[src/rtl/addsub_serial_pkg.sv]
// Shared constants for the digit-serial adder/subtractor: FSM encodings and mode values.
// Latency: n/a (definitions only).
// Backpressure: n/a.
package addsub_serial_pkg;

    // FSM encodings, kept as plain constants so older blocks can share them
    localparam logic [1:0] ST_IDLE = 2'd0;
    localparam logic [1:0] ST_RUN  = 2'd1;
    localparam logic [1:0] ST_DONE = 2'd2;

    // Operation select carried on the mode input
    localparam logic MODE_ADD = 1'b0;
    localparam logic MODE_SUB = 1'b1;

endpackage

[src/rtl/addsub_serial_xor_bank.sv]
// Gate-level conditional inverter: y[i] = a[i] ^ b[i], one XOR per bit.
// Latency: combinational.
// Backpressure: none.
module xor_bank #(
    parameter int WIDTH = 16
) (
    input  logic [WIDTH-1:0] a,
    input  logic [WIDTH-1:0] b,
    output logic [WIDTH-1:0] y
);

    for (genvar i = 0; i < WIDTH; i++) begin : g_bit
        assign y[i] = a[i] ^ b[i];
    end

endmodule

[src/rtl/addsub_serial.sv]
// Digit-serial two's-complement a+b / a-b, DIGIT bits per clock, LSB digit first.
// Latency: WIDTH/DIGIT cycles from accepted start to the done pulse.
// Backpressure: start is ignored while busy; a start in the done cycle is accepted back-to-back.
module addsub_serial
    import addsub_serial_pkg::*;
#(
    parameter int WIDTH = 16,
    parameter int DIGIT = 4
) (
    input  logic             clk,
    input  logic             rst_n,
    input  logic             start,
    input  logic             mode,
    input  logic [WIDTH-1:0] a,
    input  logic [WIDTH-1:0] b,
    output logic             busy,
    output logic             done,
    output logic [WIDTH-1:0] y,
    output logic             cout,
    output logic             ovf
);

    localparam int NDIG = WIDTH / DIGIT;
    localparam int CW   = (NDIG > 1) ? $clog2(NDIG) : 1;

    logic [1:0]       state;
    logic [WIDTH-1:0] opa;
    logic [WIDTH-1:0] opb;
    logic [WIDTH-1:0] b_cond;
    logic             carry;
    logic [CW-1:0]    cnt;
    logic             sub_op;
    logic             last_dig;
    logic [DIGIT:0]   dsum;
    logic             msb_cin;

    // Subtraction is a + ~b + 1: invert B here and seed the carry with 1
    assign sub_op = (mode == MODE_SUB);

    xor_bank #(
        .WIDTH(WIDTH)
    ) u_inv (
        .a(b),
        .b({WIDTH{sub_op}}),
        .y(b_cond)
    );

    assign last_dig = (cnt == CW'(NDIG - 1));
    assign busy     = (state == ST_RUN);
    assign done     = (state == ST_DONE);

    // One DIGIT-wide ripple slice on the low digit of the shifting operands;
    // the carry into the top bit is recovered from the sum bit and its inputs
    always_comb begin
        dsum    = {1'b0, opa[DIGIT-1:0]} + {1'b0, opb[DIGIT-1:0]} + {{DIGIT{1'b0}}, carry};
        msb_cin = dsum[DIGIT-1] ^ opa[DIGIT-1] ^ opb[DIGIT-1];
    end

    // FSM, operand shift registers, digit counter and result write-back
    always_ff @(posedge clk or negedge rst_n) begin
        if (!rst_n) begin
            state <= ST_IDLE;
            opa   <= '0;
            opb   <= '0;
            carry <= 1'b0;
            cnt   <= '0;
            y     <= '0;
            cout  <= 1'b0;
            ovf   <= 1'b0;
        end else begin
            case (state)
                ST_IDLE, ST_DONE: begin
                    if (start) begin
                        opa   <= a;
                        opb   <= b_cond;
                        carry <= sub_op;
                        cnt   <= '0;
                        state <= ST_RUN;
                    end else begin
                        state <= ST_IDLE;
                    end
                end
                ST_RUN: begin
                    opa   <= opa >> DIGIT;
                    opb   <= opb >> DIGIT;
                    y[cnt*DIGIT +: DIGIT] <= dsum[DIGIT-1:0];
                    carry <= dsum[DIGIT];
                    cnt   <= cnt + 1'b1;
                    if (last_dig) begin
                        cout  <= dsum[DIGIT];
                        ovf   <= dsum[DIGIT] ^ msb_cin;
                        state <= ST_DONE;
                    end
                end
                default: state <= ST_IDLE;
            endcase
        end
    end

endmodule
[config.mk]
export PLATFORM = sky130hd
export DESIGN_NAME = addsub_serial
export DESIGN_NICKNAME = d
export VERILOG_FILES = /design/src/rtl/addsub_serial_pkg.sv /design/src/rtl/addsub_serial_xor_bank.sv /design/src/rtl/addsub_serial.sv
export SDC_FILE = /design/constraint.sdc
export NUM_CORES = 1
export LEC_CHECK = 0
export CELL_PAD_IN_SITES_DETAIL_PLACEMENT = 1
export CELL_PAD_IN_SITES_GLOBAL_PLACEMENT = 1
export CORE_ASPECT_RATIO = 1.4
export CORE_MARGIN = 4
export CORE_UTILIZATION = 44
export DETAILED_ROUTE_END_ITERATION = 12
export DONT_BUFFER_PORTS = 1
export GPL_ROUTABILITY_DRIVEN = 0
export HOLD_SLACK_MARGIN = 0.1
export PLACE_DENSITY_LB_ADDON = 0.1
export SLEW_MARGIN = 5
export SYNTH_ARGS = -nofsm -noshare
export SYNTH_HDL_FRONTEND = slang
export SYNTH_SLANG_ARGS = --single-unit
export TNS_END_PERCENT = 20
[constraint.sdc]
create_clock -name clk -period 1.87 [get_ports clk]
set_input_delay 0.374 -clock clk [delete_from_list [all_inputs] [get_ports clk]]
set_output_delay 0.374 -clock clk [all_outputs]
set_load 0.02 [all_outputs]
# After elaboration in Yosys (flattened, before gate mapping)
# Index checks and enable logic that the tools add are counted.
word_totals:
  memories: 0
  elab_cells: 55
  latch_bits: 0
  ff_bits: 55
  mem_bits_ro: 0
  ram_bits: 0
classes:
  shifts: 2
  eq_ne: 5
  div: 0
  order_cmp: 0
  n_addsub: 4
  multipliers: 0
  mux: 12
  n_reduce_logical: 5
  n_bitwise: 19
ops:
  columns: ["op", "count"]
  rows:
  - ["$pmux W16 S2", 2]
  - ["$neg A4 Y34", 1]
  - ["$shift A4 B34 Y16 const A", 1]
  - ["$shiftx A4 B34 Y16", 1]
  - ["$mux W16", 2]
  - ["$xor A1 B1 Y1", 19]
  - ["$bwmux W16", 1]
  - ["$pmux W2 S2", 2]
  - ["$add A4 B4 Y5", 1]
  - ["$add A5 B1 Y5", 1]
  - ["$eq A2 B2 Y1 const B", 2]
  - ["$mux W2", 2]
  - ["$reduce_and A2 Y1", 2]
  - ["$add A2 B1 Y2 const B", 1]
  - ["$eq A2 B1 Y1 const B", 1]
  - ["$logic_not A2 Y1", 1]
  - ["$mux W1", 2]
  - ["$ne A2 B1 Y1 const B", 1]
  - ["$ne A2 B2 Y1 const B", 1]
  - ["$pmux W1 S2", 1]
  - ["$reduce_bool A2 Y1", 1]
  - ["$reduce_or A2 Y1", 1]

# Longest topological paths before layout
# Gate-level depths: netlist of run 1.
depth:
  word_depth: 5
  mapped_depth: 8

# By module
# From an unflattened synthesis of run 1, not the netlist that was laid out.
unflattened:
  cells_unflattened: 274
  area_unflattened_um2: 2661.3
by_module_without_submodules:
  columns: ["mod", "n_inst", "cells_each", "area_each_um2", "seq_area_each_um2"]
  rows:
  - ["addsub_serial", 1, 258, 2521.2, 1376.3]
  - ["xor_bank", 1, 16, 140.1, 0.0]

# Least setup slack after synthesis of run 1
# OpenSTA, ideal clock, no wires.
synth_timing:
  kind: "reg-to-reg"
  startpoint: "register opa[0]"
  endpoint: "register ovf"
  setup_ns: 0.123
  slack_ns: 0.084
  stages_incl_launch_ff: 9
  n_path_buf: 0
  arrival_time_ns: 1.663
  synth_period_minus_slack_ns: 1.786
  cell_sequence: "dfrtp_1 fa_1 inv_1 fa_1 nand2b_1 a21oi_1 xnor2_1 xnor2_1 o21ai_1"
synth_between:
  elab_chain_len: 5
synth_rtl:
  columns: ["item", "line_no", "text"]
  rows:
  - ["start: declaration", "addsub_serial.sv:27", "logic [WIDTH-1:0] opa;"]
  - ["start signal: assignment", "addsub_serial.sv:84", "opa <= opa >> DIGIT;"]
  - ["$add A4 B4 Y5 (*)", "addsub_serial.sv:55", "dsum = {1'b0, opa[DIGIT-1:0]} + {1'b0, opb[DIGIT-1:0]} + {{DIGIT{1'b0}}, carry};"]
  - ["$add A5 B1 Y5 (*)", "addsub_serial.sv:55", null]
  - ["$xor A1 B1 Y1 (2 in a row)", "addsub_serial.sv:56", "msb_cin = dsum[DIGIT-1] ^ opa[DIGIT-1] ^ opb[DIGIT-1];"]
  - ["$xor A1 B1 Y1 (*)", "addsub_serial.sv:91", "ovf <= dsum[DIGIT] ^ msb_cin;"]
  - ["end signal: assignment", "addsub_serial.sv:91", null]
  - ["end: declaration", "addsub_serial.sv:20", "output logic ovf"]
# Every way passes the cells marked *; elsewhere a longest branch is shown, timed or not.
# A chain may end at the register's enable or synchronous reset.

# Worst setup path after layout of run 1
layout_timing:
  startpoint: "register opb[0]"
  endpoint: "register ovf"
layout_between:
  elab_chain_len: 5
layout_rtl:
  columns: ["item", "line_no", "text"]
  rows:
  - ["start: declaration", "addsub_serial.sv:28", "logic [WIDTH-1:0] opb;"]
  - ["start signal: assignment", "addsub_serial.sv:75", "opb <= b_cond;"]
  - ["start signal: assignment", "addsub_serial.sv:85", "opb <= opb >> DIGIT;"]
  - ["$add A4 B4 Y5 (*)", "addsub_serial.sv:55", null]
  - ["$add A5 B1 Y5 (*)", "addsub_serial.sv:55", null]
  - ["$xor A1 B1 Y1 (2 in a row)", "addsub_serial.sv:56", null]
  - ["$xor A1 B1 Y1 (*)", "addsub_serial.sv:91", null]
# Marked as above.

==> flow_metrics.py, run 1 <==
metrics = {
    "grt": {
        "overflow": 0,
        "antenna_found_initial": 0,
        "grt_max_degree": 56,
        "grt_usage": 0.176,
        "grt_pass1_vias": 2032,
        "grt_first_pass_wirelength_mm": 10.1,
    },
    "floorplanning": {
        "core_sq_mm": 0.00586,
        "rows": 33,
        "pin_count": 56,
        "chipHeight_um": 100,
        "dieArea_sq_mm": 0.00736,
        "start_util": 0.453,
        "chipWidth_um": 73.7,
    },
    "pwr": {
        "ir_worst_vdd_uv": 769,
        "finalPower_uw": 5500,
        "power_density_mw_per_mm2": 1910,
        "leakage_uw": 0.00133,
    },
    "cts": {
        "htreeDepth": 2,
        "numCtsBuffers": 5,
        "cts.clk_slew.worst_paths_ns": 0.10,
        "cts-root-buf": "clkbuf_8",
        "cts_tree": "yes",
        "clk-insertion-delay-late_ns": 0.30,
        "cts.path.max_buffers": 2,
        "cts.sinks": 55,
    },
    "synthesis": {
        "yosys.area.top_type": "dfrtp_1",
        "ys_warn_count": 0,
        "ys_ff_latch": 55,
        "synth_most_common_cell": "dfrtp_1",
        "synthArstFlopShare": 1.00,
        "synth.top_cell.area_share": 0.518,
        "syn-cell-area_sq_mm": 0.00266,
        "synth_nets": 286,
        "synth-edff-count": 0,
        "synthTopCellsByArea": "dfrtp_1, xnor2_1, nand2_1, a221o_1, ha_1",
        "synthCells": 239,
        "synth.avg_cell_area_sq_um": 11.1,
        "synthTopCellsByCount": "dfrtp_1, nand2_1, xnor2_1, nor2_1, a221o_1",
        "yosys_most_used_dff": "dfrtp_1",
        "ys_seq_area_frac": 0.518,
        "synth_cell_type_count": 35,
    },
    "worst_setup_path": {
        "worstSetupPathType": "reg2reg",
        "r2r_slack_ns": 0.05,
        "cp_data_required_time_ns": 2.06,
        "critPathArrivalTime_ns": 2.01,
        "cp-start-kind": "flop",
        "endpoint_kind": "flop",
        "critPathMaxFanout": 2,
    },
    "sta": {
        "slew_viol_final": 0,
        "fmax_mhz": 550,
        "final-hold-violation-count": 0,
        "post-route-period-util": 0.972,
        "setup_viol": 0,
        "rsz0062_at_grt": "yes",
        "slew_headroom": 0.613,
        "skew_ns": 0.00649,
        "tightest_slew_ns": 0.581,
        "period_needed_ns": 1.82,
    },
    "placement": {
        "hpwlAfterDp_mm": 4.36,
        "port_buffers": 0,
        "dpl_cell_area_sq_mm": 0.00267,
    },
    "layout": {
        "design_area_sq_mm": 0.00287,
        "multi_input_area_sq_mm": 0.00117,
        "antenna_cells": 0,
        "drive_gt1_frac": 0.132,
        "fillers": 635,
        "layout.nets": 289,
        "area_growth_pct": 8.15,
        "regArea_sq_mm": 0.00138,
    },
    "status": {
        "outcome": "completed",
    },
    "drt": {
        "antenna_left": 0,
        "dr.pass1.iters": 4,
        "wirelength_mm": 6.06,
        "wl_per_cell_um": 19.4,
        "drtIter0Drc": 38,
        "via_per_inst": 5.75,
        "vias": 1801,
        "drcViolationCount": 0,
    },
    "job": {
        "maxCapViolCount": 0,
    },
    "hold_path": {
        "hold_path.class": "in2reg",
    },
}
[flip-flops by register name, summed over array words and instances (netlist names)]
register / flops
carry: 1
cnt: 2
cout: 1
opa: 16
opb: 16
ovf: 1
state: 2
y: 16
[where the power goes]
group	switching (uW)	internal, uW	leakage, uW
clock network	382	434	0.0000612
registers	561	1690	0.000714
logic	1420	1020	0.000553
[critical path: stages, from the launching register on]
cell and delay [ns]:
dfrtp_1 0.40, fa_2 0.23, inv_1 0.06, fa_2 0.35, nand2b_4 0.16, a21oi_4 0.16, xnor2_2 0.13, xnor2_1 0.14
o21ai_1 0.08
[metal layers]
| layer | wire length, um | track usage | vias up |
|---|---|---|---|
| li1 | - | - | 828 |
| met2 | 3450 | 0.330 | 48 |
| met5 | 0 | 0 | - |
| met4 | 100 | 0.0530 | 0 |
| met1 | 2250 | 0.192 | 917 |
| met3 | 269 | 0.0381 | 8 |
[timing repair]
action / CTS / global route
hold buffers: 2 / 0
setup endpoints to repair: 2 / 5
gates resized for setup: 4 / 4
endpoints found under the hold margin: 55 / 0
pin swaps: 4 / 3
buffers inserted: 1 / 0
[cell families (layout without fill, tap and decap cells)]
kind of cell,count (synthesis),after routing,synth area share
buf+inv,22,26,0.0579
flops,55,55,0.518
compound gates,56,56,0.162
simple gates,73,73,0.128
xor+xnor,21,21,0.0720
fa+ha+maj,11,11,0.0574
mux,1,1,0.00424
[metrics by stage]
stage               TNS, ns  cells  setup slack, ns   util  hold WS, ns
floorplan                 0    239           0.0844      -       0.0784
global placement          0    302           0.0604  0.456       0.0801
detailed placement  -0.0650    302          -0.0650  0.456       0.0799
CTS                       0    313          0.00994  0.486        0.188
global route        -0.0694    313          -0.0522  0.490        0.175
finish                    0    313           0.0516  0.490        0.194
[area by class of cell]
cell class,count,area share
sequential,55,0.479
multi-input combinational,162,0.406
tap,70,0.0305
clock buffer,6,0.0287
timing repair buffer,8,0.0287
inverter,10,0.0148
clock inverter,2,0.0122
[layout by cell type (no fill, tap or decap), drive strengths merged, types with 3 or more instances in the layout]
| cell | Yosys | final |
|---|---|---|
| nand2b | 3 | 3 |
| dfrtp | 55 | 55 |
| a22oi | 12 | 12 |
| a22o | 12 | 12 |
| buf | 12 | 7 |
| a221o | 13 | 13 |
| inv | 9 | 9 |
| clkbuf | 0 | 6 |
| ha | 9 | 9 |
| nor2 | 16 | 16 |
| xnor2 | 20 | 20 |
| nand2 | 45 | 45 |
| o21ai | 14 | 14 |
[final timing paths]
path                              from      end  depth (start not counted)
max in group asynchronous        rst_n     y[6]                          2
worst min-delay path             a[10]  opa[10]                          2
worst min register to register  opa[5]   opa[5]                          2
worst max register to register  opb[0]      ovf                          8
worst max-delay path            opb[0]      ovf                          8
min in group asynchronous        rst_n   cnt[0]                          2
Power figures use the tool's default switching activity.
==> run 2: changes to the inputs <==
Settings changed: CORE_UTILIZATION 44 to 46, CTS_BUF_LIST from default to sky130_fd_sc_hd__clkbuf_4.
==> run 2 against run 1 <==
Net effect: combinational power barely moved; clock power is 20% lower; via count is 1.9% higher; largest cell class unchanged; largest power group unchanged; highest routed layer unchanged.
==> flow_metrics.py, run 2 (synthesis results as in run 1) <==
metrics = {
    "status": {
        "outcome": "completed",
    },
    "sta": {
        "slew_headroom": 0.691,
        "tightest_slew_ns": 0.464,
        "period_needed_ns": 1.79,
        "fmax_mhz": 558,
        "slew_viol_final": 0,
        "final-hold-violation-count": 0,
        "skew_ns": 0.0116,
        "tns_ns": 0,
        "post-route-period-util": 0.959,
        "setup_viol": 0,
    },
    "placement": {
        "port_buffers": 0,
        "hpwlAfterDp_mm": 4.48,
        "dpl_cell_area_sq_mm": 0.00267,
    },
    "cts": {
        "cts-root-buf": "clkbuf_4",
        "cts.sinks": 55,
        "htreeDepth": 2,
        "cts_tree": "yes",
        "cts.clk_slew.worst_paths_ns": 0.16,
        "clk-insertion-delay-late_ns": 0.38,
        "cts.path.max_buffers": 2,
        "numCtsBuffers": 5,
    },
    "drt": {
        "via_per_inst": 5.67,
        "wirelength_mm": 6.14,
        "drcViolationCount": 0,
        "dr.pass1.iters": 4,
        "vias": 1836,
        "antenna_left": 0,
        "wl_per_cell_um": 19.0,
        "drtIter0Drc": 47,
    },
    "floorplanning": {
        "dieArea_sq_mm": 0.00707,
        "chipHeight_um": 97.9,
        "rows": 32,
        "pin_count": 56,
        "core_sq_mm": 0.00557,
        "start_util": 0.478,
        "chipWidth_um": 72.2,
    },
    "grt": {
        "grt_max_degree": 56,
        "grt_first_pass_wirelength_mm": 10.1,
        "antenna_found_initial": 0,
        "grt_usage": 0.181,
        "grt_pass1_vias": 2077,
        "overflow": 0,
    },
    "worst_setup_path": {
        "critPathMaxFanout": 2,
        "critPathArrivalTime_ns": 2.08,
        "cp_data_required_time_ns": 2.15,
        "cp_common_cell": "fa_2",
        "cp-start-kind": "flop",
        "path_cells": "fa_2 -> inv_1 -> fa_2 -> nand2b_4 -> a21oi_4 -> buf_4 -> mux2_2",
        "endpoint_kind": "flop",
        "slowest_stage": "dfrtp_1",
        "cpPeakStageDelay_ns": 0.44,
        "worstSetupPathType": "reg2reg",
    },
    "layout": {
        "mostFrequentLayoutCell": "dfrtp_1",
        "fillers": 591,
        "mostFrequentLayoutCells": "dfrtp_1, nand2_1, xnor2_1",
        "area_growth_pct": 11.0,
        "layout.nets": 302,
        "antenna_cells": 0,
        "reg.largest.list": "opa: 16 flops, opb: 16 flops, y: 16 flops",
        "drive_gt1_frac": 0.121,
        "design_area_sq_mm": 0.00295,
    },
    "hold_path": {
        "hold_path.class": "in2reg",
    },
    "pwr": {
        "leakage_uw": 0.00136,
        "ir_worst_vdd_uv": 780,
        "power_density_mw_per_mm2": 1810,
    },
    "job": {
        "maxCapViolCount": 0,
    },
}
-- run 2: timing repair --
action / 4_1_cts / 5_1_grt
hold endpoints to repair: 62 / 5
buffers inserted: 1 / 1
resized for setup: 4 / 3
setup endpoints to repair: 1 / 2
hold buffers: 9 / 5
pin swaps: 1 / 1
-- run 2: through the flow --
step	setup WS, ns	hold WS [ns]	total power, uW	util	std cells
6_report	0.0770	0.124	5350	0.530	324
4_1_cts	0.00372	0.100	5340	0.518	318
5_1_grt	-0.000689	0.102	5750	0.530	324
3_3_place_gp	0.0319	0.0802	4370	0.480	300
2_1_floorplan	0.0844	0.0784	4030	-	239
3_5_place_dp	-0.0578	0.0798	4540	0.480	300
-- run 2: final timing paths --
kind / from / endpoint / cells after the start / slack (ns)
worst min-delay path: a[6] / opa[6] / 2 / 0.12
worst min register to register: opa[9] / opa[9] / 2 / 0.50
max in group asynchronous: rst_n / opb[15] / 2 / 1.15
worst max-delay path: opa[0] / cout / 7 / 0.08
min in group asynchronous: rst_n / y[15] / 2 / 0.49
worst max register to register: opa[0] / cout / 7 / 0.08
-- run 2: area by class of cell --
cell class                      instances  area, sq um  share of cell area
Clock buffer                            5         37.5              0.0127
Clock inverter                          3         38.8              0.0131
Inverter                               10         42.5              0.0144
Multi-Input combinational cell        162         1160               0.393
Sequential cell                        55         1380               0.467
Tap cell                               68         85.1              0.0288
Timing Repair Buffer                   21          210              0.0712
-- run 2: power by group --
| group | switching, uW | internal (uW) | total (uW) |
|---|---|---|---|
| sequential | 556 | 1680 | 2240 |
| combinational | 1430 | 1040 | 2460 |
| clock | 373 | 276 | 649 |
| total | 2360 | 2990 | 5350 |
-- run 2: critical path, delay by kind of cell (launching register included) --
kind,cells,cell delay [ns]
simple gates,1,0.13
buf+inv,2,0.21
compound gates,1,0.06
mux,1,0.25
fa+ha+maj,2,0.60
flops,1,0.44
-- run 2: routing by layer --
metal  wire length [um]  global-route usage  vias up  part of all wire
met2               3440               0.342       57              0.56
met5                  0                   0        -                 0
met3                305              0.0371       11             0.050
li1                   -                   -      854                 -
met4                164              0.0695        0             0.027
met1               2230               0.190      914              0.36
